$ cat src/rtl/multicycle_pkg.sv
// Shared encodings for the multicycle controller: FSM states, RV32 opcode/funct
// fields, ALU operation codes and the instruction-class decoder.
package multicycle_pkg;

   localparam logic [2:0] ST_FETCH     = 3'd0;
   localparam logic [2:0] ST_DECODE    = 3'd1;
   localparam logic [2:0] ST_EXECUTE   = 3'd2;
   localparam logic [2:0] ST_MEMORY    = 3'd3;
   localparam logic [2:0] ST_WRITEBACK = 3'd4;

   typedef enum logic [2:0] {
      FETCH     = ST_FETCH,
      DECODE    = ST_DECODE,
      EXECUTE   = ST_EXECUTE,
      MEMORY    = ST_MEMORY,
      WRITEBACK = ST_WRITEBACK
   } state_e;

   localparam logic [6:0] OP_RTYPE  = 7'b0110011;
   localparam logic [6:0] OP_IMM    = 7'b0010011;
   localparam logic [6:0] OP_LOAD   = 7'b0000011;
   localparam logic [6:0] OP_STORE  = 7'b0100011;
   localparam logic [6:0] OP_BRANCH = 7'b1100011;
   localparam logic [6:0] OP_JAL    = 7'b1101111;

   localparam logic [2:0] F3_ADD = 3'b000;
   localparam logic [2:0] F3_LSW = 3'b010;
   localparam logic [2:0] F3_BEQ = 3'b000;
   localparam logic [2:0] F3_BNE = 3'b001;
   localparam logic [6:0] F7_ADD = 7'b0000000;
   localparam logic [6:0] F7_SUB = 7'b0100000;

   localparam logic [2:0] ALU_ADD = 3'b000;
   localparam logic [2:0] ALU_SUB = 3'b001;

   typedef struct packed {
      logic add;
      logic sub;
      logic addi;
      logic lw;
      logic sw;
      logic beq;
      logic bne;
      logic jal;
   } iclass_t;

   // One-hot class of a supported instruction; all zero means unsupported.
   function automatic iclass_t decode(input logic [31:0] ir);
      iclass_t    c;
      logic [6:0] op;
      logic [2:0] f3;
      logic [6:0] f7;
      op     = ir[6:0];
      f3     = ir[14:12];
      f7     = ir[31:25];
      c.add  = (op == OP_RTYPE) && (f3 == F3_ADD) && (f7 == F7_ADD);
      c.sub  = (op == OP_RTYPE) && (f3 == F3_ADD) && (f7 == F7_SUB);
      c.addi = (op == OP_IMM) && (f3 == F3_ADD);
      c.lw   = (op == OP_LOAD) && (f3 == F3_LSW);
      c.sw   = (op == OP_STORE) && (f3 == F3_LSW);
      c.beq  = (op == OP_BRANCH) && (f3 == F3_BEQ);
      c.bne  = (op == OP_BRANCH) && (f3 == F3_BNE);
      c.jal  = (op == OP_JAL);
      return c;
   endfunction

endpackage

$ cat src/rtl/multicycle_ctrl_imm_gen.sv
// Immediate generator: sign-extended I/S/B/J immediate selected by the IR opcode,
// zero for R-type and anything else.
module imm_gen
   import multicycle_pkg::*;
#(
   parameter int DATA_WIDTH = 32
) (
   input  logic [31:0]           i_ir,
   output logic [DATA_WIDTH-1:0] o_imm
);

   logic signed [31:0] w_imm32;

   always_comb begin
      case (i_ir[6:0])
         OP_IMM, OP_LOAD: w_imm32 = {{20{i_ir[31]}}, i_ir[31:20]};
         OP_STORE:        w_imm32 = {{20{i_ir[31]}}, i_ir[31:25], i_ir[11:7]};
         OP_BRANCH:       w_imm32 = {{19{i_ir[31]}}, i_ir[31], i_ir[7], i_ir[30:25],
                                     i_ir[11:8], 1'b0};
         OP_JAL:          w_imm32 = {{11{i_ir[31]}}, i_ir[31], i_ir[19:12], i_ir[20],
                                     i_ir[30:21], 1'b0};
         default:         w_imm32 = '0;
      endcase
   end

   // Signed cast keeps the sign when DATA_WIDTH exceeds 32.
   assign o_imm = DATA_WIDTH'(w_imm32);

endmodule

$ cat src/rtl/multicycle_ctrl.sv
// Multicycle RV32 subset controller: FETCH/DECODE/EXECUTE/MEMORY/WRITEBACK FSM,
// instruction register and PC; all controls decode from state and IR only.
module multicycle_ctrl
   import multicycle_pkg::*;
#(
   parameter int DATA_WIDTH    = 32,
   parameter int ADDRESS_WIDTH = 5
) (
   input  logic                     clk,
   input  logic                     rst,
   input  logic [31:0]              instr,
   input  logic                     instr_valid,
   input  logic                     eq,
   output logic [DATA_WIDTH-1:0]    PC,
   output logic [ADDRESS_WIDTH-1:0] rs1,
   output logic [ADDRESS_WIDTH-1:0] rs2,
   output logic [ADDRESS_WIDTH-1:0] rd,
   output logic [DATA_WIDTH-1:0]    ImmOp,
   output logic                     RegWrite,
   output logic                     ALUsrc,
   output logic                     ResultSrc,
   output logic                     MemWrite,
   output logic                     jalmuxSel,
   output logic [2:0]               ALUCtrl,
   output logic                     illegal
);

   state_e                r_state;
   state_e                w_next;
   logic [31:0]           r_ir;
   logic [DATA_WIDTH-1:0] r_pc;
   logic [DATA_WIDTH-1:0] w_imm;
   iclass_t               w_cls;
   logic                  w_legal;
   logic                  w_active;
   logic                  w_last;
   logic                  w_redirect;

   assign w_cls      = decode(r_ir);
   assign w_legal    = |w_cls;
   assign w_active   = (r_state != FETCH);
   // Branches only finish in EXECUTE and jal only in WRITEBACK, so eq is seen there.
   assign w_redirect = w_cls.jal || (w_cls.beq && eq) || (w_cls.bne && !eq);
   assign w_last     = w_active && (w_next == FETCH);

   imm_gen #(.DATA_WIDTH(DATA_WIDTH)) u_imm_gen (
      .i_ir  (r_ir),
      .o_imm (w_imm)
   );

   always_comb begin
      w_next = r_state;
      case (r_state)
         FETCH:     if (instr_valid) w_next = DECODE;
         DECODE: begin
            if (!w_legal)      w_next = FETCH;
            else if (w_cls.jal) w_next = WRITEBACK;
            else               w_next = EXECUTE;
         end
         EXECUTE: begin
            if (w_cls.lw || w_cls.sw)        w_next = MEMORY;
            else if (w_cls.beq || w_cls.bne) w_next = FETCH;
            else                             w_next = WRITEBACK;
         end
         MEMORY:    w_next = w_cls.lw ? WRITEBACK : FETCH;
         WRITEBACK: w_next = FETCH;
         default:   w_next = FETCH;
      endcase
   end

   always_ff @(posedge clk or posedge rst) begin
      if (rst) begin
         r_state <= FETCH;
         r_pc    <= '0;
         r_ir    <= '0;
      end else begin
         r_state <= w_next;
         if ((r_state == FETCH) && instr_valid) r_ir <= instr;
         if (w_last) r_pc <= w_redirect ? r_pc + w_imm : r_pc + DATA_WIDTH'(4);
      end
   end

   assign PC        = r_pc;
   assign ImmOp     = w_imm;
   assign rs1       = ADDRESS_WIDTH'(r_ir[19:15]);
   assign rs2       = ADDRESS_WIDTH'(r_ir[24:20]);
   assign rd        = ADDRESS_WIDTH'(r_ir[11:7]);
   // Gating with w_active keeps every control low in FETCH, hence during reset.
   assign RegWrite  = (r_state == WRITEBACK) && (r_ir[11:7] != 5'd0);
   assign MemWrite  = (r_state == MEMORY) && w_cls.sw;
   assign illegal   = (r_state == DECODE) && !w_legal;
   assign ALUsrc    = w_active && (w_cls.addi || w_cls.lw || w_cls.sw);
   assign ALUCtrl   = (w_active && (w_cls.sub || w_cls.beq || w_cls.bne)) ? ALU_SUB : ALU_ADD;
   assign ResultSrc = w_active && w_cls.lw;
   assign jalmuxSel = w_active && w_cls.jal;

endmodule
$ cat config.mk
export PLATFORM = sky130hd
export DESIGN_NAME = multicycle_ctrl
export DESIGN_NICKNAME = d
export VERILOG_FILES = /design/src/rtl/multicycle_pkg.sv /design/src/rtl/multicycle_ctrl_imm_gen.sv /design/src/rtl/multicycle_ctrl.sv
export SDC_FILE = /design/constraint.sdc
export NUM_CORES = 1
export LEC_CHECK = 0
export CORE_MARGIN = 5
export CORE_UTILIZATION = 56
export DETAILED_ROUTE_END_ITERATION = 16
export GPL_TIMING_DRIVEN = 0
export HOLD_SLACK_MARGIN = 0.02
export PLACE_DENSITY_LB_ADDON = 0.1
export SLEW_MARGIN = 20
export SYNTH_ARGS = -nofsm -noshare
export SYNTH_HDL_FRONTEND = slang
export SYNTH_HIERARCHICAL = 1
export SYNTH_SLANG_ARGS = --single-unit
$ cat constraint.sdc
create_clock -name clk -period 10.77 [get_ports clk]
set_clock_uncertainty 0.15 [all_clocks]
set_input_delay 1.077 -clock clk [delete_from_list [all_inputs] [get_ports clk]]
set_output_delay 1.077 -clock clk [all_outputs]
set_load 0.02 [all_outputs]
==> impl_metrics.csv <==
group,metric,value,unit
outcome,status,"finished, final reports clean",
setup_path,startpoint_type,"register",
drt,drc_errors,0,
floorplan,row_count,36,
floorplan,fp.dieW,110.7,um
place,dp_hpwl,14450,um
setup_path,r2r_cells,12,
sta,rsz0062_at_grt,"false",
final_layout,final_common_cell,"clkdlybuf4s50_1",
cts,cts_tree,"done",
setup_path,path_class,"register to register",
floorplan,dieArea,12250,um^2
logic_synthesis,yosysWarnings,6,
logic_synthesis,synthCells,674,
sta,max_slew_margin,34.27,%
logic_synthesis,synthTopCellsByArea,"dfrtp_1 (30%), ha_1 (7.1%), a21oi_1 (6.5%)",
cts,cts-hold-fix-buffers,0,
logic_synthesis,synth.distinct_cells,79,
sta,max_freq,236.2,MHz
sta,worstMarginPinSlew,0.9784,ns
drt,avgRoutedWirePerCell,19.71,um
place,gp_congestion,0.9105,
drt,via_per_inst,6.328,
cts,post_cts_buffers,0,
final_layout,area_growth,28.80,%
grt,grt-ovfl-total,0,
floorplan,io-pin-count,124,
final_layout,layout_common_cells,"clkdlybuf4s50_1 (121), a21oi_1 (74), nand2_1 (68), dfrtp_1 (67), o21ai_0 (47)",
setup_path,cp-end-kind,"register",
worst_hold_path,hold_path_class,"register to register",
sta,fin_crit_sh,39.31,%
logic_synthesis,syn_area,5674,um^2
logic_synthesis,synth_flop_cell,"dfrtp_1",
logic_synthesis,yosys_register_bits,67,
drt,firstDrtPassIters,5,
logic_synthesis,synth_edf_count,0,
sta,drv_slew,0,
cts,cts_buffer_depth,2,
grt,grt_pass1_wl,30490,um
grt,grt_use_total,30.12,%
setup_path,arrival,4.36,ns
setup_path,crit_path_max_fanout,15,
cts,clock_latency,0.35,ns
sta,setup_tns,0,ns
run,cap_viol_max_count,0,
cts,clk_pin_slew,0.08,ns
place,port_buffers,121,
worst_hold_path,hold_depth,1,
floorplan,die_h,110.7,um
final_layout,diodes,0,
logic_synthesis,synth_top_area_share,29.55,%
cts,cts.sinks,67,
final_layout,drive_gt1_share,13.04,%
final_layout,nNetsFinal,877,
drt,vias,5986,
floorplan,start_util,57.79,%
cts,cts.repair.resized,0,
grt,grt_antenna_before_repair,0,
drt,wl,18650,um
sta,hold_ws,0.3479,ns
grt,grt_max_degree,37,
grt,grt_pass1_vias,6039,
sta,finalHoldViolCount,0,
logic_synthesis,ys_seq_area_share,29.55,%
logic_synthesis,async_flop_share,100.0,%
power_and_ir_drop,power_density,145.7,nW/um^2
sta,setup_violations,0,
cts,numCtsBuffers,9,
drt,antenna_left,0,
power_and_ir_drop,ir_drop,83.58,uV
drt,drt_iter0_drc,511,
power_and_ir_drop,p_leak,0.003199,uW
cts,htreeDepth,3,
logic_synthesis,synth_top_area_cell,"dfrtp_1",
floorplan,core,9819,um^2
logic_synthesis,syn_avg_cell_area,8.419,um^2
sta,fin_crit,4.234,ns
cts,root_buffer,"clkbuf_8",
setup_path,cp.required,10.89,ns
-- cell families after synthesis --
| kind of cell | after synthesis | synth area share (%) |
|---|---|---|
| fa+ha+maj | 33 | 7.409 |
| other cells | 1 | 0.06609 |
| compound gates | 228 | 25.62 |
| simple gates | 220 | 20.22 |
| xor+xnor | 24 | 3.705 |
| flops | 67 | 29.55 |
| mux | 32 | 6.351 |
| buf+inv | 69 | 7.078 |
-- flip-flops by register name (all words and copies together) (netlist names) --
register,cells
PC,32
r_ir,32
r_state,3
-- synth_stat cells (all sizes together), types with 3 or more instances --
cell    number
or3          4
a21boi       7
xor2         9
nor4b        3
nand2       69
nor4         3
and3         5
buf         40
nand4b       5
xnor2       15
and2         3
nor2        37
o22a         3
o211ai       5
o22ai        9
a21oi       75
nand3       39
nor3        14
mux2        32
a31oi        9
a211oi       9
a21o        24
ha          32
o41ai        3
dfrtp       67
a211o        5
inv         14
nor2b        4
nand4       11
clkbuf      15
o21a         4
nand2b       5
nand3b       5
o21ai       50
-- cell type report --
cell class	count	area [um^2]
Clock buffer	10	137.6
Timing Repair Buffer	122	1231
Inverter	14	55.05
Buffer	55	349.1
Multi-Input combinational cell	539	3603
Fill cell	757	2511
Tap cell	133	166.4
Clock inverter	6	88.84
Sequential cell	67	1677
-- power by group --
| part | internal, uW | switching (uW) |
|---|---|---|
| Clock | 137 | 106 |
| Combinational | 203 | 235 |
| Sequential | 298 | 86.1 |
-- critical path, cell delays in order, from the launching register on --
cell and delay, ns:
dfrtp_1 0.66, and4b_4 0.38, o21ai_2 0.14, a21boi_2 0.57, ha_1 0.35, clkbuf_1 0.19, a21o_1 0.23, a21o_1 0.18
a221o_1 0.30, a311oi_1 0.43, o21ai_0 0.19, a41oi_2 0.22, xnor2_1 0.15
-- metrics by stage --
stage	total power (uW)	util [%]	area [um^2]	setup slack, ns	std cells
floorplan	635.2	-	5678	6.852	675
global placement	801.3	71.85	7056	6.345	929
detailed placement	818.3	72.08	7078	6.272	930
CTS	1059	74.39	7305	6.242	946
global route	1120	74.43	7308	6.256	946
finish	1064	74.43	7308	6.536	946
-- routing by layer --
metal	routed length, um	GRT usage (%)	vias up
li1	-	-	2776
met1	7187	36.18	2794
met2	9164	52.51	364
met3	1854	7.697	52
met4	439	9.852	0
met5	0	0	-
-- final timing paths --
kind / start / end / slack (ns)
worst max-delay path: r_ir[5] / PC[31] / 6.54
worst min-delay path: PC[31] / PC[31] / 0.35
worst max register to register: r_ir[5] / PC[31] / 6.54
worst min register to register: PC[31] / PC[31] / 0.35
max in group asynchronous: rst / r_ir[31] / 9.00
min in group asynchronous: rst / r_ir[9] / 0.92
Note: power is estimated with default switching activity, not from simulation.
